### src/rtl/irq_ctl_pkg.sv
// irq_ctl_pkg: shared constants, FSM state type and the priority-blocking helper
// for the interrupt controller.
package irq_ctl_pkg;

  localparam int N_DEF  = 32;
  localparam int VW_DEF = 5;
  // Widest request vector the blocking helper accepts.
  localparam int N_MAX  = 32;

  typedef enum logic {
    IDLE  = 1'b0,
    OFFER = 1'b1
  } state_t;

  // Returns ~|rp[idx:0]. A set in-service bit at or above channel idx
  // (lower index = higher priority) blocks that channel.
  function automatic logic not_blocked(input logic [N_MAX-1:0] rp, input int idx);
    logic r;
    r = 1'b1;
    for (int j = 0; j < N_MAX; j++) begin
      if ((j <= idx) && rp[j]) r = 1'b0;
    end
    return r;
  endfunction

endpackage

### src/rtl/irq_ctl_prio_enc.sv
// prio_enc: find-first-set over an N-bit vector. Bit 0 wins.
// Outputs a valid flag and the index of the lowest set bit.
module prio_enc
  import irq_ctl_pkg::*;
#(
  parameter int N  = N_DEF,
  parameter int VW = VW_DEF
) (
  input  logic [N-1:0]  in_vec,
  output logic          valid,
  output logic [VW-1:0] idx
);

  // Scan from the top so the lowest set index is the last one written.
  always_comb begin
    valid = |in_vec;
    idx   = '0;
    for (int i = N - 1; i >= 0; i--) begin
      if (in_vec[i]) idx = VW'(i);
    end
  end

endmodule

### src/rtl/irq_ctl.sv
// irq_ctl: interrupt controller with a request register (rz), an in-service
// register (rp), a mask, a fixed priority chain (channel 0 highest) and a
// req/ack offer handshake to the CPU. EOI releases the most recent level.
// Build option IRQ_CTL_SYNC_EN: when defined, irq_async_ goes through a
// 2-flop synchronizer (reset to 1) before use; otherwise it is used directly.
//
// state | meaning
// IDLE  | nothing offered; latch the winner when cpu_rdy and something is eligible
// OFFER | int_vec offered with int_req=1; wait for ack, withdraw if no longer eligible
module irq_ctl
  import irq_ctl_pkg::*;
#(
  parameter int N  = N_DEF,
  parameter int VW = VW_DEF
) (
  input  logic          clk_sys,
  input  logic          rst,
  input  logic [N-1:0]  irq_async_,
  input  logic [N-1:0]  irq_set,
  input  logic [N-1:0]  irq_clr,
  input  logic [N-1:0]  imask,
  input  logic          cpu_rdy,
  input  logic          int_ack,
  input  logic          eoi,
  output logic          int_req,
  output logic [VW-1:0] int_vec,
  output logic [N-1:0]  rz,
  output logic [N-1:0]  sz,
  output logic [N-1:0]  rp,
  output logic          busy
);

  state_t        state_q, state_d;
  logic          int_req_q, int_req_d;
  logic [VW-1:0] int_vec_q, int_vec_d;
  logic [N-1:0]  rz_q, rz_d;
  logic [N-1:0]  rp_q, rp_d;

  logic [N-1:0]  irq_async_s;
  logic [N-1:0]  elig;
  logic [N-1:0]  grant;
  logic [N-1:0]  eoi_clr;
  logic          cur_elig;
  logic          win_valid;
  logic [VW-1:0] win_idx;
  logic          eoi_valid;
  logic [VW-1:0] eoi_idx;

`ifdef IRQ_CTL_SYNC_EN
  logic [N-1:0] sync1_q, sync2_q;

  // Two-stage synchronizer for the active-low async request lines.
  always_ff @(posedge clk_sys) begin
    if (rst) begin
      sync1_q <= '1;
      sync2_q <= '1;
    end else begin
      sync1_q <= irq_async_;
      sync2_q <= sync1_q;
    end
  end

  assign irq_async_s = sync2_q;
`else
  assign irq_async_s = irq_async_;
`endif

  // Masked requests and the priority chain: an in-service channel blocks
  // itself and everything of lower priority.
  always_comb begin
    sz   = rz_q & imask;
    elig = '0;
    for (int i = 0; i < N; i++) begin
      elig[i] = sz[i] & not_blocked(N_MAX'(rp_q), i);
    end
  end

  prio_enc #(.N(N), .VW(VW)) u_win (
    .in_vec (elig),
    .valid  (win_valid),
    .idx    (win_idx)
  );

  prio_enc #(.N(N), .VW(VW)) u_eoi (
    .in_vec (rp_q),
    .valid  (eoi_valid),
    .idx    (eoi_idx)
  );

  // Offer FSM next-state plus rz/rp update; ack beats withdraw, set beats clear,
  // and the EOI clear is taken from the pre-cycle rp before the grant is added.
  always_comb begin
    state_d   = state_q;
    int_req_d = int_req_q;
    int_vec_d = int_vec_q;
    grant     = '0;
    eoi_clr   = '0;
    cur_elig  = 1'b0;

    for (int i = 0; i < N; i++) begin
      if (int_vec_q == VW'(i)) cur_elig = elig[i];
    end

    case (state_q)
      IDLE: begin
        int_req_d = 1'b0;
        if (cpu_rdy && win_valid) begin
          int_vec_d = win_idx;
          int_req_d = 1'b1;
          state_d   = OFFER;
        end
      end
      OFFER: begin
        if (int_ack) begin
          for (int i = 0; i < N; i++) begin
            if (int_vec_q == VW'(i)) grant[i] = 1'b1;
          end
          int_req_d = 1'b0;
          state_d   = IDLE;
        end else if (!cur_elig) begin
          int_req_d = 1'b0;
          state_d   = IDLE;
        end
      end
      default: begin
        int_req_d = 1'b0;
        state_d   = IDLE;
      end
    endcase

    if (eoi && eoi_valid) begin
      for (int i = 0; i < N; i++) begin
        if (eoi_idx == VW'(i)) eoi_clr[i] = 1'b1;
      end
    end

    rz_d = (rz_q & ~(irq_clr | grant)) | (irq_set | ~irq_async_s);
    rp_d = (rp_q & ~eoi_clr) | grant;
  end

  // State and register update with synchronous reset.
  always_ff @(posedge clk_sys) begin
    if (rst) begin
      state_q   <= IDLE;
      int_req_q <= 1'b0;
      int_vec_q <= '0;
      rz_q      <= '0;
      rp_q      <= '0;
    end else begin
      state_q   <= state_d;
      int_req_q <= int_req_d;
      int_vec_q <= int_vec_d;
      rz_q      <= rz_d;
      rp_q      <= rp_d;
    end
  end

  assign int_req = int_req_q;
  assign int_vec = int_vec_q;
  assign rz      = rz_q;
  assign rp      = rp_q;
  assign busy    = |rp_q;

endmodule

### config.mk
export PLATFORM = sky130hd
export DESIGN_NAME = irq_ctl
export DESIGN_NICKNAME = d
export VERILOG_FILES = /design/src/rtl/irq_ctl_pkg.sv /design/src/rtl/irq_ctl_prio_enc.sv /design/src/rtl/irq_ctl.sv
export SDC_FILE = /design/constraint.sdc
export NUM_CORES = 1
export LEC_CHECK = 0
export BUFFER_PORTS_ARGS = -buffer_cell sky130_fd_sc_hd__buf_2
export CORE_MARGIN = 8
export CORE_UTILIZATION = 40
export CTS_CLUSTER_DIAMETER = 30
export DETAILED_ROUTE_END_ITERATION = 8
export HOLD_SLACK_MARGIN = 0.02
export PLACE_DENSITY = 0.86
export SYNTH_ARGS = -nofsm -noshare
export SYNTH_HDL_FRONTEND = slang
export SYNTH_HIERARCHICAL = 1
export SYNTH_SLANG_ARGS = --single-unit
### constraint.sdc
create_clock -name clk_sys -period 3.1 [get_ports clk_sys]
set_clock_uncertainty 0.1 [all_clocks]
set_input_delay 0.31 -clock clk_sys [delete_from_list [all_inputs] [get_ports clk_sys]]
set_output_delay 0.31 -clock clk_sys [all_outputs]
set_load 0.05 [all_outputs]
== After elaboration in Yosys (flattened, before gate mapping) ==
Cells that the tools add are included.

* Register bits: 71
* Bits of input ports: 133
* Output and inout port bits: 103
* Word-level logic and storage cells: 320

* Equal/unequal tests: 63
* Muxes and demuxes: 202
* Bitwise operators: 43
* Reductions and logical operators: 7

{| class="wikitable"
|+ Operators by type and width
! cell !! number
|-
| 5-bit two-way mux || 64
|-
| 5-bit == test, second input constant || 32
|-
| 1-bit two-way mux || 133
|-
| 32-bit OR || 4
|-
| 32-bit AND || 3
|-
| 32-bit two-way mux || 3
|-
| 32-bit NOT || 3
|-
| 5-bit by 4-bit == test with 1-bit output, second input constant || 16
|-
| 32-bit OR reduction || 2
|-
| 5-bit by 3-bit == test with 1-bit output, second input constant || 8
|-
| 1-bit AND || 32
|-
| 5-bit by 2-bit == test with 1-bit output, second input constant || 4
|-
| 5-bit by 1-bit == test with 1-bit output, second input constant || 2
|-
| 5-bit zero test || 2
|-
| 1-bit case mux with 2 select lines || 2
|-
| 3-bit inequality test, second input constant || 1
|-
| 1-bit logical AND || 2
|-
| 2-bit AND reduction || 1
|-
| 1-bit NOT || 1
|}

== Longest topological paths before layout ==
* Word-level depth: 65
* Mapped depth: 12
* Mapped depth without buffers: 12

== Modules after synthesis ==
The synthesis kept the hierarchy.

{| class="wikitable"
|+ Modules (own cells, without submodules)
! module !! times used !! cells each !! area an instance (um^2) !! seq. area each (um^2)
|-
| irq_ctl || 1 || 561 || 4087.7 || 1421.4
|-
| prio_enc || 2 || 65 || 385.4 || 0.0
|}

== Least setup slack after synthesis ==
OpenSTA, ideal clock, no wires.

* Path type: register to register
* Start: reg rp_q[18], in the netlist rp[18]
* End: reg int_vec_q[0], in the netlist int_vec[0]
* Library setup time: 0.128 ns
* Arrival time: 3.127 ns
* Data required time: 2.872 ns
* Setup slack: -0.255 ns
* Stages on the path, launching flop included: 13
* Path buffers: 0
* Clock period less this slack: 3.355 ns
* Path through: dfxtp_1 > or4_1 > nor4_2 > nand3_2 > or3_1 > nor3_1 > nor2_1 > nand3_1 > nor3_2 > nand4_1 > nand3b_1 > mux2i_1 > nor2_1

* Elaborated cells between the ends (all ways): 63
* Classes of those cells: mux (46); bitwise (14); reduce/logical (3)

{| class="wikitable"
|+ RTL lines
! element !! RTL line !! RTL
|-
| start: declaration || irq_ctl.sv:37 || <nowiki>logic [N-1:0] rp_q, rp_d;</nowiki>
|-
| start signal: assignment || irq_ctl.sv:154 || <nowiki>rp_q <= rp_d;</nowiki>
|-
| 1-bit two-way mux (11 in a row) || irq_ctl_pkg.sv:21 || <nowiki>if ((j <= idx) && rp[j]) r = 1'b0;</nowiki>
|-
| 1-bit AND || irq_ctl.sv:74 || <nowiki>elig[i] = sz[i] & not_blocked(N_MAX'(rp_q), i);</nowiki>
|-
| named net elig[28] || irq_ctl.sv:40 || <nowiki>logic [N-1:0] elig;</nowiki>
|-
| 32-bit OR reduction || irq_ctl_prio_enc.sv:16 || <nowiki>valid = |in_vec;</nowiki>
|-
| named net win_valid || irq_ctl.sv:44 || <nowiki>logic win_valid;</nowiki>
|-
| 1-bit logical AND || irq_ctl.sv:107 || <nowiki>if (cpu_rdy && win_valid) begin</nowiki>
|-
| 2-bit AND reduction (no line) || - ||
|-
| end signal: assignment || irq_ctl.sv:152 || <nowiki>int_vec_q <= int_vec_d;</nowiki>
|-
| end: declaration || irq_ctl.sv:35 || <nowiki>logic [VW-1:0] int_vec_q, int_vec_d;</nowiki>
|}

The timed path passes the listed nets, and every way through them passes these cells.
A chain may end at the register's enable or synchronous reset.

== Worst setup path after layout ==
* Start: reg rp_q[1], in the netlist rp[1]
* End: reg int_vec_q[0], in the netlist int_vec[0]

* Elaborated cells between the ends (all ways): 97
* Classes of those cells: mux (63); bitwise (31); reduce/logical (3)

{| class="wikitable"
|+ RTL lines
! element !! RTL line !! RTL
|-
| 1-bit two-way mux (28 in a row) || irq_ctl_pkg.sv:21 ||
|-
| 1-bit AND || irq_ctl.sv:74 ||
|-
| named net elig[28] || irq_ctl.sv:40 ||
|-
| 5-bit two-way mux (29 in a row) || irq_ctl_prio_enc.sv:19 || <nowiki>if (in_vec[i]) idx = VW'(i);</nowiki>
|-
| named net win_idx[0] || irq_ctl.sv:45 || <nowiki>logic [VW-1:0] win_idx;</nowiki>
|}

The timed path passes the listed nets, and every way through them passes these cells.

==> reports/results.ini <==
[setup_path]
cpMaxStageDelayCell=or4_4
end_kind=flip-flop
critPathArrivalTime_ps=3250
critPathMaxStageDelay_ps=550
cp.buffers_inverters=1
cp_cell_sequence=or4_4 > nor3_2 > nand3_2 > or3_4 > nor3_4 > buf_4 > nor3b_2 > nor3_1 > o31ai_1 > o2111ai_1 > a221oi_2 > mux2i_1 > nor2_1
crit_type=reg2reg
cp-start-kind=flip-flop
cp_max_fo=4
cp_data_required_time_ps=3200
cp_top_family=simple AND/OR/NAND/NOR gates

[clocking]
root_buffer=clkbuf_16
clockBufferDepth=2
htree_levels=3
clkLatencyLatePin_ps=340
clk_pin_slew_worst_paths_ps=60
numClockSinks=71
hold_buffers=0
numCtsBuffers=9
cts_tree=built

[final_layout]
area_delta_synth_final_pct=44.4
n_antenna_cell=0
fillers=1075
fin_area_um2=7020
nets=1104
finish.utilization_pct=58.9
final_layout_size_suffix_gt1_share_pct=37.3

[synth]
syn-num-nets=824
ys_warn_count=6
seq_area_frac_synth_pct=29.3
ys.flop_type=dfxtp_1
synthCells=691
ys_async_sr_fraction_pct=0
synth_edf_count=0
syn_area_um2=4860
ys_seq_elements=71
syn_area_per_cell_um2=7.03
synthDistinctLibCells=56

[floorplanning]
ios=236
start_util_pct=40.8
coreArea_um2=11900
die_area_um2=15900
die_w_um=126
die_y_um=126
rows=40

[outcome]
outcome=complete, but fails checks
violations=setup timing

[global_route]
grt_max_degree=72
grt_pass1_wl_um=33200
grt.overflow.total=0
gr-usage-all-layers_pct=25.7
grt_pass1_vias=6395
antenna_found_initial=0

[timing]
rsz0062_at_grt=yes
setup_tns_ps=-73.9
worstMarginPinSlew_ps=859
finalCritPeriodShare_pct=102
setup_ws_ps=-51.0
drv_slew=0
hold_viol=0
slew_headroom_pct=42.2
layout_min_cycle_time_ps=3150
setup_viol=4
clock.fmax_ghz=0.317

[routing]
ant_nets=0
viasPerCell=5.98
vias=6716
first_iter_violations=879
routed_wirelength_um=21800
routedWlPerCell_um=19.4
drc=0
dr.pass1.iters=5

[placement]
post-dp-hpwl_um=16800
placed_area_um2=6540
io_buffers=235
routabilityCongestion=1.01

[run]
drv_cap=0

[power]
vdd_drop_max_mv=0.207
static-leakage-power_nw=3.50
p_per_area_nw_per_um2=424

[min_path]
min_path_type=in2reg

==> through the flow <==
step	instances	setup slack [ps]	hold slack (ps)	total power, mW
detailed placement	1100	-31.8	354	1.84
CTS	1117	3.30	55.8	2.93
global route	1123	-169	54.3	3.08
floorplan	691	6.96	325	1.55
finish	1123	-51.0	57.3	2.97
global placement	1100	17.1	352	1.82
==> report_power, final <==
group / switching (mW) / internal, mW / leakage, nW
Sequential: 0.0503 / 0.950 / 0.591
Combinational: 0.566 / 0.309 / 2.75
Clock: 0.424 / 0.673 / 0.154
Total: 1.04 / 1.93 / 3.50
==> timing repair <==
item / 4_1_cts / 5_1_grt
cloned: 0 / 0
resized for setup: 4 / 20
pin swaps: 0 / 11
setup endpoints to repair: 2 / 5
setup buffers: 1 / 7
==> final timing paths <==
| kind | endpoint | depth (start not counted) | from | slack (ps) |
|---|---|---|---|---|
| worst min-delay path | rz[9] | 2 | irq_async_[9] | 60 |
| worst min register to register | int_req | 2 | int_req | 360 |
| worst max-delay path | int_vec[0] | 13 | rp[1] | -50 |
| worst max register to register | int_vec[0] | 13 | rp[1] | -50 |
==> cells by family (layout without fill, tap and decap cells) <==
family	after synthesis	after routing	synth area share (%)
DFF	71	71	29.3
and+or+nand+nor	343	343	39.6
buffers and inverters	92	377	7.11
AOI/OAI and AO/OA	180	180	23.0
muxes	5	5	1.03
==> worst reg2reg max path, delay by kind of cell (launching register included) <==
family	cells	cell delay, ps
AO/OA/AOI/OAI	3	360
buffers and inverters	1	150
flip-flops	1	320
multiplexers	1	150
AND/OR/NAND/NOR	8	1940
==> cells in the final DEF, fill, tap and decap left out, drive strengths merged, types with 4 or more instances in the layout <==
cell / n
or3: 10
nand3b: 36
nor4: 22
nor3b: 9
buf: 290
a211oi: 4
nor3: 44
a2111oi: 6
nand2: 74
nand2b: 10
mux2i: 5
o21ai: 42
nor2b: 7
a21oi: 53
or4: 13
dfxtp: 71
and2: 19
nand4: 5
o31ai: 13
and3: 8
nor2: 56
or2: 4
clkbuf: 10
nor4b: 4
a31oi: 36
nand3: 19
inv: 72
==> Yosys cell counts, types with 19 or more instances <==
cell | instances | area, um^2
inv_1 | 71 | 267
nand3b_1 | 36 | 270
clkbuf_1 | 19 | 71.3
a21oi_1 | 53 | 265
and2_1 | 19 | 119
dfxtp_1 | 71 | 1420
o21ai_0 | 40 | 200
nor2_1 | 56 | 210
a31oi_1 | 36 | 225
nor4_1 | 20 | 125
nand2_1 | 74 | 278
nor3_1 | 38 | 190
==> metal layers <==
metal | global-route usage [%] | wire (um) | vias to the layer above
met5 | 0 | 0 | -
met4 | 12.2 | 720 | 0
met3 | 5.82 | 2220 | 80
met2 | 43.1 | 10600 | 494
met1 | 30.6 | 8270 | 3075
li1 | - | - | 3067
==> cell type report <==
type / count / area [um^2] / share of cell area [%]
clock buffers: 10 / 250 / 3.57
repair buffers: 290 / 1600 / 22.9
inverters: 71 / 267 / 3.80
flip-flops and latches: 71 / 1440 / 20.5
clock inverters: 6 / 65.1 / 0.927
multi-input cells: 528 / 3200 / 45.7
well taps: 147 / 184 / 2.62
==> registers in the layout, summed over array words and instances (netlist names) <==
signal / flops
rp: 32
rz: 32
int_vec: 5
int_req: 1
state_q: 1
No activity file was read; power rests on OpenSTA's default activity.
